--- config.mk ---
export PLATFORM = sky130hd
export DESIGN_NAME = branch_update_queue
export DESIGN_NICKNAME = d
export VERILOG_FILES = /design/src/rtl/branch_update_queue_pkg.sv /design/src/rtl/branch_update_queue_tag.sv /design/src/rtl/branch_update_queue.sv
export SDC_FILE = /design/constraint.sdc
export NUM_CORES = 1
export LEC_CHECK = 0
export BUFFER_PORTS_ARGS = -buffer_cell sky130_fd_sc_hd__buf_2
export CAP_MARGIN = 0
export CORE_ASPECT_RATIO = 1.4
export CORE_MARGIN = 3
export CORE_UTILIZATION = 55
export DETAILED_ROUTE_END_ITERATION = 7
export PLACE_DENSITY_LB_ADDON = 0.3
export SYNTH_ARGS = -nofsm -noshare
export SYNTH_HDL_FRONTEND = slang
export SYNTH_SLANG_ARGS = --single-unit
--- constraint.sdc ---
create_clock -name clk -period 2.8 [get_ports clk]
set_input_delay 0.14 -clock clk [delete_from_list [all_inputs] [get_ports clk]]
set_output_delay 0.14 -clock clk [all_outputs]
set_load 0.02 [all_outputs]
--- src/rtl/branch_update_queue_pkg.sv ---
// Shared widths and retire classification for the branch update queue.
package branch_update_queue_pkg;

    localparam int BRA_ADDR_WIDTH = 6;
    localparam int ROB_TAG_WIDTH  = 3;
    localparam int BUQ_DEPTH      = 8;

    typedef enum logic [1:0] {
        RET_NONE       = 2'd0,
        RET_OK         = 2'd1,
        RET_MISPREDICT = 2'd2
    } retire_kind_e;

    function automatic retire_kind_e classify_retire(input logic head_ready,
                                                     input logic pred,
                                                     input logic taken);
        if (!head_ready)
            return RET_NONE;
        else if (pred != taken)
            return RET_MISPREDICT;
        else
            return RET_OK;
    endfunction

endpackage

--- src/rtl/branch_update_queue_tag.sv ---
// Combinational resolve-tag lookup: one-hot hit vector over valid, unresolved entries.
module buq_tag_match
    import branch_update_queue_pkg::*;
#(
    parameter int DEPTH = BUQ_DEPTH,
    parameter int TAG_W = ROB_TAG_WIDTH
) (
    input  logic                        alu_valid,
    input  logic [TAG_W-1:0]            alu_tag,
    input  logic [DEPTH-1:0][TAG_W-1:0] tags,
    input  logic [DEPTH-1:0]            valid,
    input  logic [DEPTH-1:0]            resolved,
    output logic [DEPTH-1:0]            match
);

    // Tags are unique in the queue, so at most one bit can be set.
    always_comb begin
        match = '0;
        for (int i = 0; i < DEPTH; i++)
            match[i] = alu_valid && valid[i] && !resolved[i] && (tags[i] == alu_tag);
    end

endmodule

--- src/rtl/branch_update_queue.sv ---
// In-order retirement queue for predicted branches; trains the predictor and squashes on mispredict.
module branch_update_queue
    import branch_update_queue_pkg::*;
#(
    parameter int ADDR_W = BRA_ADDR_WIDTH,
    parameter int TAG_W  = ROB_TAG_WIDTH,
    parameter int DEPTH  = BUQ_DEPTH
) (
    input  logic              clk,
    input  logic              rst,
    input  logic              dec_valid,
    input  logic [ADDR_W-1:0] dec_addr,
    input  logic              dec_prediction,
    input  logic [TAG_W-1:0]  dec_tag,
    output logic              dec_ready,
    input  logic              alu_valid,
    input  logic [TAG_W-1:0]  alu_tag,
    input  logic              alu_taken,
    output logic              brp_update,
    output logic [ADDR_W-1:0] rob_addr,
    output logic              rob_prediction,
    output logic              mispredict,
    output logic [TAG_W-1:0]  mispredict_tag
);

    localparam int IDX_W = $clog2(DEPTH);
    localparam int PTR_W = IDX_W + 1;

    logic [PTR_W-1:0]             head;
    logic [PTR_W-1:0]             tail;
    logic [DEPTH-1:0]             valid;
    logic [DEPTH-1:0]             resolved;
    logic [DEPTH-1:0]             taken;
    logic [DEPTH-1:0]             pred;
    logic [DEPTH-1:0][ADDR_W-1:0] addr;
    logic [DEPTH-1:0][TAG_W-1:0]  tags;
    logic [DEPTH-1:0]             match;

    logic [IDX_W-1:0] head_idx;
    logic [IDX_W-1:0] tail_idx;
    logic             full;
    logic             enqueue;
    retire_kind_e     retire_kind;
    logic             retire;
    logic             squash;

    assign head_idx  = head[IDX_W-1:0];
    assign tail_idx  = tail[IDX_W-1:0];
    assign full      = (head_idx == tail_idx) && (head[PTR_W-1] != tail[PTR_W-1]);
    assign dec_ready = !full;
    assign enqueue   = dec_valid && dec_ready;

    // Uses the registered resolved bit, so a same-cycle resolve of the head retires next cycle.
    assign retire_kind = classify_retire(valid[head_idx] && resolved[head_idx],
                                         pred[head_idx], taken[head_idx]);
    assign retire      = (retire_kind != RET_NONE);
    assign squash      = (retire_kind == RET_MISPREDICT);

    buq_tag_match #(
        .DEPTH (DEPTH),
        .TAG_W (TAG_W)
    ) u_tag_match (
        .alu_valid (alu_valid),
        .alu_tag   (alu_tag),
        .tags      (tags),
        .valid     (valid),
        .resolved  (resolved),
        .match     (match)
    );

    always_ff @(posedge clk or negedge rst) begin
        if (!rst) begin
            head     <= '0;
            tail     <= '0;
            valid    <= '0;
            resolved <= '0;
            taken    <= '0;
            pred     <= '0;
            addr     <= '0;
            tags     <= '0;
        end else if (squash) begin
            // Everything younger is wrong-path, including this cycle's enqueue and resolve.
            head     <= '0;
            tail     <= '0;
            valid    <= '0;
            resolved <= '0;
        end else begin
            for (int i = 0; i < DEPTH; i++) begin
                if (match[i]) begin
                    resolved[i] <= 1'b1;
                    taken[i]    <= alu_taken;
                end
            end
            if (retire) begin
                valid[head_idx] <= 1'b0;
                head            <= head + PTR_W'(1);
            end
            if (enqueue) begin
                valid[tail_idx]    <= 1'b1;
                resolved[tail_idx] <= 1'b0;
                taken[tail_idx]    <= 1'b0;
                pred[tail_idx]     <= dec_prediction;
                addr[tail_idx]     <= dec_addr;
                tags[tail_idx]     <= dec_tag;
                tail               <= tail + PTR_W'(1);
            end
        end
    end

    always_ff @(posedge clk or negedge rst) begin
        if (!rst) begin
            brp_update     <= 1'b0;
            rob_addr       <= '0;
            rob_prediction <= 1'b0;
            mispredict     <= 1'b0;
            mispredict_tag <= '0;
        end else begin
            brp_update <= retire;
            mispredict <= squash;
            if (retire) begin
                rob_addr       <= addr[head_idx];
                rob_prediction <= taken[head_idx];
            end
            if (squash)
                mispredict_tag <= tags[head_idx];
        end
    end

endmodule

Word level (Yosys, flattened, before mapping):

Cells that the tools add are included.

* bits in registers: 124
* word-level logic and storage cells: 162
* input bits: 18
* output and inout bits: 13

* order comparisons: 4
* add/subtract/negate cells: 2
* bitwise operators: 7
* muxes and demuxes: 68
* equality and inequality tests: 12
* reductions and logical operators: 42

Operators by type and width (number)
* $mux 8: 7
* $bwmux 48: 1
* $mux 1: 38
* $logic_and 1x1->1: 29
* $eq 3x3->1: 9
* $and 8x8->8: 3
* $bwmux 24: 1
* $bmux 6 s3: 1
* $demux 6 s3: 1
* $mux 4: 4
* $not 8->8: 2
* $bmux 1 s3: 4
* $mux 6: 2
* $bmux 3 s3: 1
* $demux 3 s3: 1
* $logic_not 1->1: 9
* $add 4x1->4 const B: 2
* $bwmux 8: 1
* $lt 3x4->1 const B: 2
* $or 8x8->8: 1
* $demux 1 s3: 2
* $ge 3x1->1 const B: 2
* $mux 3: 2
* $reduce_bool 2->1: 3
* 5 further kinds: 7

Depth between registers and ports, before layout:

* depth in word-level cells: 11
* mapped depth: 11
* depth with buffers taken out: 7

By module:

From an unflattened synthesis, not the netlist that was laid out.

* cell total of the unflattened synthesis: 495
* area, all modules: 6333.6 µm²

By module, submodules not included
* branch_update_queue: area an instance 5936.9 µm², times used 1, cells an instance 451
* buq_tag_match: area an instance 396.6 µm², times used 1, cells an instance 44

Worst setup path after synthesis:

No wires, ideal clock.

* path type: reg-to-reg
* from: register head[2]
* to: register addr[18] (netlist name)
* arrival: 2.349 ns
* cell stages (with the launch flop): 8
* data required time: 2.675 ns
* slack: 0.326 ns
* setup time: 0.125 ns
* path buffers: 1
* path through: dfrtp_1 inv_2 mux4_2 mux2i_2 nor3b_4 nand2b_1 buf_2 mux2_2

* longest elaborated chain between the ends: 8

RTL lines
* start, declared: line branch_update_queue.sv:29 `logic [PTR_W-1:0] head;`
* start signal, assigned: line branch_update_queue.sv:96 `head <= head + PTR_W'(1);`
* $bmux 1 s3: line branch_update_queue.sv:55 `pred[head_idx], taken[head_idx]);`
* $mux 1 (not written as such): line branch_update_queue.sv:55
* $ne 1x1->1: line branch_update_queue_pkg.sv:19 `else if (pred != taken)`
* $mux 2: line branch_update_queue_pkg.sv:19
* $mux 2: line branch_update_queue_pkg.sv:17 `if (!head_ready)`
* $eq 2x2->1: line branch_update_queue.sv:57 `assign squash = (retire_kind == RET_MISPREDICT);`
* $not 1->1 (no line)
* $reduce_and 2->1 (no line) (*)
* end signal, assigned by index: line branch_update_queue.sv:103 `addr[tail_idx] <= dec_addr;`
* end, declared: line branch_update_queue.sv:35 `logic [DEPTH-1:0][ADDR_W-1:0] addr;`

Mark *: on every way between the ends. The rest lies on a longest branch, timed or not. The select of a mux whose other input is x is not followed.
A chain may end at the register's enable or synchronous reset.

Final worst setup path:

* from: register head[1]
* to: register addr[18] (netlist name)

The elaborated chain is that of the path after synthesis.

==> reports/qor.yml <==
p_int_mw: 5.89
syn_area_per_cell_um2: 12.1
start_kind: "flop"
finalWorstSetupSlack_ps: 141
grt_setup_unrepaired: "false"
num_io_pins: 31
synth.cell_area_mm2: 0.00617
tns_ps: 0
fp.dieW_um: 95.5
final.setup_skew_ps: 12.4
clock-root-buffer: "clkbuf_16"
drive_gt1_share_pct: 30.3
fin_crit_ps: 2660
power_mw: 9.21
netlist.area_leader.share_pct: 50.3
slew_headroom_pct: 52.9
total_leakage_power_nw: 3.09
rows: 45
wl_per_cell_um: 21.6
cts_tree: "done"
dr.pass1.iters: 4
yosysWarnings: 0
clk_pin_slew_ps: 60
min_from: "dec_addr[4]"
swShare_pct: 36.1
portBuffers: 30
synth-seq-cells: 124
dp_hpwl_um: 10900
synth_cell_types: 51
antenna_cells: 0
crit_path_end_kind: "flop"
fin_nets: 584
antenna_found_initial: 0
grt_pass1_wl_um: 25000
yosysTopAreaCell: "dfrtp_1"
p_sw_mw: 3.32
postRouteAntennaNets: 0
arrival_ps: 2960
dp_slack_ps: 143
worst-slew-pin-transition_ps: 707
die-height_um: 131
hold-path-endpoint: "addr[40]$_DFFE_PN0P_"
layout.cells.non_filler: 716
core_mm2: 0.0109
slew_violations: 0
finalCritPeriodShare_pct: 95.0
hold_class: "in -> reg"
cp.required_ps: 3100
routed_wl_um: 15400
htreeDepth: 4
place_congestion: 0.896
min_path_cells: 2
placed_cells: 685
async_reset_ff_share_pct: 100
utilization_pct: 66.8
overflow: 0
reg2regPathDepth: 8
drc_errors: 0
synth.area.top_cells: "dfrtp_1 (50%), mux2_2 (9.9%), mux2_1 (6.2%), mux4_2 (5.1%), xor2_1 (3.1%)"
drt-initial-drc-count: 350
hold_violations: 0
numClockSinks: 124
crit_fanout: 20
maxClockFrequency_mhz: 376
start_util_pct: 56.5
ir_worst_vdd_mv: 0.677
crit_type: "reg -> reg"
synth_edf_count: 0
cts_buffers: 17
grt_max_degree: 55
track_usage_pct: 26.9
rr_endpoint: "addr[18]$_DFFE_PN0P_"
clk_path_buf_depth: 2
p_per_area_mw_per_mm2: 1260
r2r_start: "head[1]$_DFFE_PN0P_"
max_cap_viol_count: 0
areaGrowthSynthToFinish_pct: 18.3
dieArea_mm2: 0.0125
outcome: "finished, final reports clean"
grt_pass1_vias: 4657
num_vias: 4316
synth_nets: 530
p_clk_share_pct: 22.8
fillers: 836
clock_latency_ps: 420
avgViaCountPerCell: 6.03
p_seq_share_pct: 36.4
pwr-share-comb_pct: 40.8
ys.flop_type: "dfrtp_1"
r2r_setup_slack_ps: 140
post_cts_buffers: 0
yosysSeqAreaShare_pct: 50.3
finalSetupViolations: 0
syn_inst: 510
timing repair:
action | in CTS | in global routing
gates resized for setup | 0 | 3
endpoints found under the hold margin | 50 | 0
hold buffers | 1 | 0
endpoints found under the setup margin | 0 | 15
cell usage in the layout, fill, tap and decap left out, types with 6 or more instances in the layout:
| cell type | Yosys | final |
|---|---|---|
| buf_12 | 0 | 7 |
| a221oi_1 | 6 | 6 |
| nor2_1 | 39 | 38 |
| buf_2 | 12 | 29 |
| xnor2_1 | 17 | 17 |
| mux2_1 | 34 | 34 |
| clkbuf_16 | 0 | 17 |
| mux2i_1 | 12 | 12 |
| mux2_2 | 54 | 54 |
| a21oi_1 | 23 | 23 |
| nand4b_1 | 8 | 8 |
| nor3_1 | 15 | 14 |
| o21ai_0 | 28 | 28 |
| nand2_1 | 22 | 22 |
| xor2_1 | 22 | 22 |
| mux4_2 | 14 | 14 |
| dfrtp_1 | 124 | 124 |
| buf_4 | 0 | 27 |
Yosys cell counts (2+ instances only):
library cell	n
and3b_1	2
clkinv_1	2
mux4_2	14
buf_2	12
ha_1	2
nor2b_1	4
a21oi_1	23
nor2_1	39
xor2_1	22
inv_1	3
a211oi_1	3
o21ai_0	28
a221oi_1	6
nor3_1	15
nor2_2	3
mux2_1	34
nand4_1	2
nand2b_1	4
a22o_1	4
mux2i_1	12
nor3b_1	2
mux2_2	54
nand3_1	5
xnor2_1	17
buf_1	5
dfrtp_1	124
nand4b_1	8
nand2_1	22
nor2_4	3
clkbuf_1	11
nand3b_1	3
a31oi_1	3
per-layer routing:
layer	wire length, um	global-route usage, %
met5	0	0
met4	723	13.6
met3	577	4.64
met2	7970	43.7
met1	6180	34.3
critical path, cell delays in order, from the launching register on:
cell and delay [ps]:
dfrtp_1 440, clkinv_1 330, mux4_2 390, mux2i_2 230, nor3b_4 280, buf_12 200, nand2b_1 140, buf_4 180
mux2_2 350
cells by family after synthesis:
group           share of synthesized area [%]
flops                                    50.3
simple gates                             10.3
mux                                      23.4
compound gates                           7.63
xor+xnor                                 5.54
buf+inv                                  2.50
fa+ha+maj                               0.406
registers in the layout, summed over array words and instances, names as in the netlist:
register / count
taken: 8
tail: 4
tags: 24
addr: 48
brp_update: 1
rob_prediction: 1
rob_addr: 6
valid: 8
head: 4
mispredict_tag: 3
resolved: 8
mispredict: 1
pred: 8
per-stage QoR:
| stage | area (um2) | hold slack (ps) |
|---|---|---|
| after floorplan | 6170 | -156 |
| after global placement | 6700 | 223 |
| after detailed placement | 6700 | 230 |
| after CTS | 7280 | 42.9 |
| after global routing | 7290 | 53.4 |
| final | 7290 | 42.8 |
cell type report:
cell class                 count  area, um2  share of cell area, %
clock buffer                  20        447                   6.12
sequential                   124       3100                   42.5
inverter                       6       22.5                  0.309
multi-input combinational    351       2930                   40.1
clock inverter                10        120                   1.65
tap                          141        176                   2.42
timing repair buffer          64        498                   6.83
how the worst max path moves through the flow:
stage                             start                       to  cells after the start
floorplan           head[2]$_DFFE_PN0P_     addr[18]$_DFFE_PN0P_                      7
detailed placement  head[1]$_DFFE_PN0P_     addr[18]$_DFFE_PN0P_                      8
finish              head[1]$_DFFE_PN0P_     addr[18]$_DFFE_PN0P_                      8
global placement    head[2]$_DFFE_PN0P_  rob_addr[2]$_DFFE_PN0N_                      9
global route        head[1]$_DFFE_PN0P_     addr[22]$_DFFE_PN0P_                      8
CTS                 head[1]$_DFFE_PN0P_     addr[18]$_DFFE_PN0P_                      8
power by group through the flow:
stage | combinational, mW | sequential, mW | clock (mW)
after global routing | 4.10 | 3.46 | 2.22
after floorplan | 2.64 | 3.19 | 0
after CTS | 3.76 | 3.35 | 2.13
after detailed placement | 3.73 | 3.36 | 0
final | 3.75 | 3.35 | 2.10
after global placement | 3.62 | 3.32 | 0
(Power assumes the default switching activity.)
